**src/rtl/fetch_stage.sv**
```systemverilog
// Instruction-fetch stage: owns the PC, picks the next PC (pending branch, live
// branch, or sequential), drives the instruction SRAM and buffers one word for ID.
module fetch_stage #(
  parameter logic [31:0] RESET_PC    = 32'hBFC0_0000,
  parameter int          StallBus    = 6,
  parameter int          BR_WD       = 33,
  parameter int          IF_TO_ID_WD = 33
) (
  input  logic                   clk_i,
  input  logic                   rst_ni,
  input  logic [StallBus-1:0]    stall_i,
  input  logic [BR_WD-1:0]       br_bus_i,
  input  logic [31:0]            inst_sram_rdata_i,
  output logic                   inst_sram_en_o,
  output logic [3:0]             inst_sram_wen_o,
  output logic [31:0]            inst_sram_addr_o,
  output logic [31:0]            inst_sram_wdata_o,
  output logic [IF_TO_ID_WD-1:0] if_to_id_bus_o,
  output logic [31:0]            inst_to_id_o
);

  localparam logic Stop = 1'b1;

  logic        pc_stall;
  logic        id_stall;
  logic        br_e;
  logic [31:0] br_addr;
  logic        unused_stall;

  logic [31:0] pc_q, pc_d;
  logic        ce_q, ce_d;
  logic        br_pending_q, br_pending_d;
  logic [31:0] br_target_q, br_target_d;
  logic        hold_valid_q, hold_valid_d;
  logic [31:0] hold_data_q, hold_data_d;
  logic [31:0] next_pc;

  assign pc_stall     = stall_i[0];
  assign id_stall     = stall_i[2];
  assign br_e         = br_bus_i[32];
  assign br_addr      = br_bus_i[31:0];
  assign unused_stall = ^{stall_i[StallBus-1:3], stall_i[1]};

  // A branch captured during a PC stall outranks one arriving on the release edge.
  always_comb begin
    if (br_pending_q)  next_pc = br_target_q;
    else if (br_e)     next_pc = br_addr;
    else               next_pc = pc_q + 32'd4;
  end

  always_comb begin
    pc_d         = pc_q;
    ce_d         = ce_q;
    br_pending_d = br_pending_q;
    br_target_d  = br_target_q;
    if (pc_stall != Stop) begin
      pc_d         = next_pc;
      ce_d         = 1'b1;
      br_pending_d = 1'b0;
    end else if (br_e) begin
      br_pending_d = 1'b1;
      br_target_d  = br_addr;
    end
  end

  // The buffer grabs the word ID was looking at on the first stalled edge only.
  always_comb begin
    hold_valid_d = hold_valid_q;
    hold_data_d  = hold_data_q;
    if (id_stall == Stop) begin
      if (!hold_valid_q) begin
        hold_valid_d = 1'b1;
        hold_data_d  = inst_sram_rdata_i;
      end
    end else begin
      hold_valid_d = 1'b0;
    end
  end

  always_ff @(posedge clk_i or negedge rst_ni) begin
    if (!rst_ni) begin
      pc_q         <= RESET_PC - 32'd4;
      ce_q         <= 1'b0;
      br_pending_q <= 1'b0;
      br_target_q  <= 32'd0;
      hold_valid_q <= 1'b0;
      hold_data_q  <= 32'd0;
    end else begin
      pc_q         <= pc_d;
      ce_q         <= ce_d;
      br_pending_q <= br_pending_d;
      br_target_q  <= br_target_d;
      hold_valid_q <= hold_valid_d;
      hold_data_q  <= hold_data_d;
    end
  end

  assign inst_sram_en_o    = ce_q;
  assign inst_sram_wen_o   = 4'b0000;
  assign inst_sram_addr_o  = pc_q;
  assign inst_sram_wdata_o = 32'd0;
  assign if_to_id_bus_o    = {ce_q, pc_q};
  assign inst_to_id_o      = hold_valid_q ? hold_data_q : inst_sram_rdata_i;

endmodule

```
**config.mk**
```make
export PLATFORM = sky130hd
export DESIGN_NAME = fetch_stage
export DESIGN_NICKNAME = d
export VERILOG_FILES = /design/src/rtl/fetch_stage.sv
export SDC_FILE = /design/constraint.sdc
export NUM_CORES = 1
export LEC_CHECK = 0
export CORE_AREA = 2 2 134 104
export DETAILED_ROUTE_END_ITERATION = 7
export DIE_AREA = 0 0 136 106
export GPL_TIMING_DRIVEN = 0
export PLACE_DENSITY = 0.87
export SYNTH_ARGS = -nofsm -noshare
export SYNTH_HDL_FRONTEND = slang
export SYNTH_SLANG_ARGS = --single-unit
```
**constraint.sdc**
```tcl
create_clock -name clk_i -period 3.1 [get_ports clk_i]
set_input_delay 0.62 -clock clk_i [delete_from_list [all_inputs] [get_ports clk_i]]
set_output_delay 0.62 -clock clk_i [all_outputs]
set_load 0.1 [all_outputs]
```
==> run_results.csv <==
group,metric,value,unit
worst_setup_path,critPathCaptureType,"output pin",
detailed_routing,drc,0,
cells_and_area,multi_input_area,0.00271,mm2
worst_setup_path,arrival,2370,ps
cts,postCtsSetupBuffers,0,
worst_setup_path,r2r_end,"inst_sram_addr_o[28]",
placed_design,io_buffer_count,164,
yosys,synth_edf_count,0,
timing,hold_violations,0,
cts,htree_levels,3,
placed_design,dpl.hpwl,12.5,mm
worst_setup_path,critPathMaxStageDelay,1140,ps
worst_setup_path,crit_cells,3,
timing,min_period,2990,ps
cells_and_area,areaGrowthSynthToFinish,40.2,%
cts,cts_made_buffers,9,
timing,skew,5.88,ps
yosys,yosys-top-cells-count,"96 x mux2_2, 71 x dfrtp_1, 69 x buf_4",
timing,setup-tns-final,0,ps
yosys,yosys_warnings,0,
timing,setup_viol,0,
cts,cts_tree,"yes",
worst_setup_path,crit_buf_inv,2,
worst_setup_path,cp_cell_sequence,"clkdlybuf4s50_1 > mux2_2 > clkdlybuf4s50_1",
grt,grt_pass1_vias,4814,
placed_design,place_ws,66.5,ps
cells_and_area,drive_above_1_share,32.0,%
yosys,synthMuxAreaShare,19.2,%
placed_design,place_congestion,0.968,
grt,grt_max_degree,53,
cells_and_area,n_fill_cell,1119,
timing,timing.final.crit_share,96.4,%
yosys,ys_ff_latch,99,
worst_setup_path,cpMostUsedCell,"clkdlybuf4s50_1",
timing,slew_headroom,30.4,%
yosys,synthCells,552,
die,start_util,43.7,%
die,coreArea,0.0132,mm2
cts,clock_latency,350,ps
detailed_routing,drt_iter0_markers,483,
yosys,yosysMostFrequentCell,"mux2_2",
grt,track_usage,23.0,%
worst_setup_path,cp_slowest_cell,"clkdlybuf4s50_1",
placed_design,dp_cells,927,
cts,cts_root_buf,"clkbuf_16",
yosys,synth-seq-area-share,43.4,%
worst_setup_path,path_delay_family,"buffers and inverters",
cells_and_area,fin_area,0.00812,mm2
timing,grt_setup_unrepaired,"no",
worst_setup_path,ff2ff_path_depth,6,
yosys,ys.flop_type,"dfrtp_1",
timing,fmax,0.335,GHz
yosys,yosysUniqueCellTypes,55,
worst_setup_path,required,2480,ps
power,p_leak,3.32,nW
cells_and_area,final_nets,837,
worst_setup_path,cp-endpoint,"inst_to_id_o[29]",
power,total_power,5.99,mW
yosys,syn_avg_cell_area,10.5,um2
timing,tightest_slew,1040,ps
yosys,synthXorXnorAreaFrac,0,%
yosys,synth_top_area_share,30.7,%
grt,grt-ovfl-total,0,
die,die_w,136,um
detailed_routing,vias,5099,
timing,timing.hold.ws,316,ps
cells_and_area,antenna_cells,0,
worst_setup_path,reg2reg_slack,450,ps
worst_setup_path,critPathLaunchType,"primary input",
detailed_routing,post_drt_wl_per_cell,17.6,um
cts,cts_max_path_buffers,2,
run_status,outcome,"completed",
yosys,syn_area,0.00579,mm2
yosys,async_reset_ff_share,100,%
detailed_routing,drt-total-wl,16.6,mm
cts,clkTransAtPathRegs,70,ps
yosys,synthTopCellsByArea,"dfrtp_1 31%, mux2_2 19%, dfstp_2 13%",
grt,antenna_found_initial,0,
timing,slew_viol_final,0,
cells_and_area,layout.area.seq,0.00251,mm2
timing,timing.final.ws_setup,112,ps
yosys,synth_top_area_cell,"dfrtp_1",
cells_and_area,layout.cells.non_filler,943,
detailed_routing,ant_nets,0,
grt,grt_pass1_wl,25.7,mm
cts,clock_sinks,99,
worst_setup_path,path_class,"in2out",
cells_and_area,fin_util,61.3,%
die,die_height,106,um
yosys,synthAdderAreaFrac,0.216,%
die,io_pins,207,
yosys,synth_top_family_by_area,"multiplexers",
power,power.density,738,mW/mm2
hold_path,worstHoldPathType,"in2async",
die,rows,37,
yosys,yosys.area_share.simple,11.6,%
detailed_routing,firstDrtPassIters,5,
power,ir_drop,0.464,mV
placed_design,placed_cell_area,0.00781,mm2
yosys,synth_compound_area_share,13.4,%
worst_setup_path,critPathMaxFanout,2,
die,die-area,0.0144,mm2
run,cap_violations,0,
detailed_routing,viasPerCell,5.41,
worst_setup_path,r2r-start,"inst_sram_addr_o[2]",
worst_setup_path,cp-startpoint,"inst_sram_rdata_i[29]",
==> flip-flops by register name (all words and copies together), names as in the netlist <==
signal,count
br_target_q,32
br_pending_q,1
inst_sram_en_o,1
inst_sram_addr_o,32
hold_valid_q,1
hold_data_q,32
==> cell type report <==
cell class              count  area share [%]
multi-input cells         370            33.3
flip-flops and latches     99            30.9
repair buffers            165            20.8
plain buffers             107            8.16
clock buffers              10            2.94
well taps                 175            2.70
clock inverters             6           0.616
inverters                  11           0.508
==> report_power, final <==
group / switching, mW / internal [mW] / total, mW
Combinational: 2.29 / 0.832 / 3.12
Sequential: 0.226 / 1.57 / 1.80
Clock: 0.502 / 0.575 / 1.08
Total: 3.02 / 2.98 / 5.99
==> placed cells by master (no fill, tap or decap), drive strengths merged, types with 16 or more instances in the layout <==
| cell | instances |
|---|---|
| a21oi | 17 |
| buf | 82 |
| clkbuf | 39 |
| clkdlybuf4s15 | 28 |
| clkdlybuf4s50 | 133 |
| conb | 36 |
| dfrtp | 71 |
| dfstp | 28 |
| mux2 | 96 |
| nand2 | 27 |
| nor2 | 16 |
| o21ai | 28 |
==> cells by family (layout without fill, tap and decap cells) <==
kind of cell	after synthesis	in the layout
other	1	36
adder cells (fa/ha/maj)	1	1
flip-flops	99	99
AND/OR/NAND/NOR	122	122
buffers and inverters	118	299
AO/OA/AOI/OAI	112	112
multiplexers	99	99
==> timing repair <==
action,in CTS,in global routing
gates resized for setup,86,4
hold buffers,0,0
setup endpoints to repair,30,2
==> per-layer routing <==
| metal | up-vias | routed length [um] | part of all wire [%] | GRT usage (%) |
|---|---|---|---|---|
| met3 | 23 | 1250 | 7.5 | 4.72 |
| met1 | 2484 | 7390 | 44 | 33.0 |
| met5 | - | 0 | 0 | 0 |
| met4 | 0 | 221 | 1.3 | 6.18 |
| met2 | 229 | 7740 | 47 | 35.3 |
| li1 | 2363 | - | - | - |
==> how the worst min path moves through the flow <==
stage / end / startpoint / cells past startpoint
after global routing: hold_data_q[24] / rst_ni / 1
after CTS: hold_data_q[24] / rst_ni / 1
after detailed placement: inst_sram_addr_o[1] / br_target_q[1] / 2
after floorplan: br_pending_q / rst_ni / 0
final: hold_data_q[24] / rst_ni / 1
after global placement: hold_data_q[30] / hold_data_q[30] / 1
Note: power is estimated with default switching activity, not from simulation.
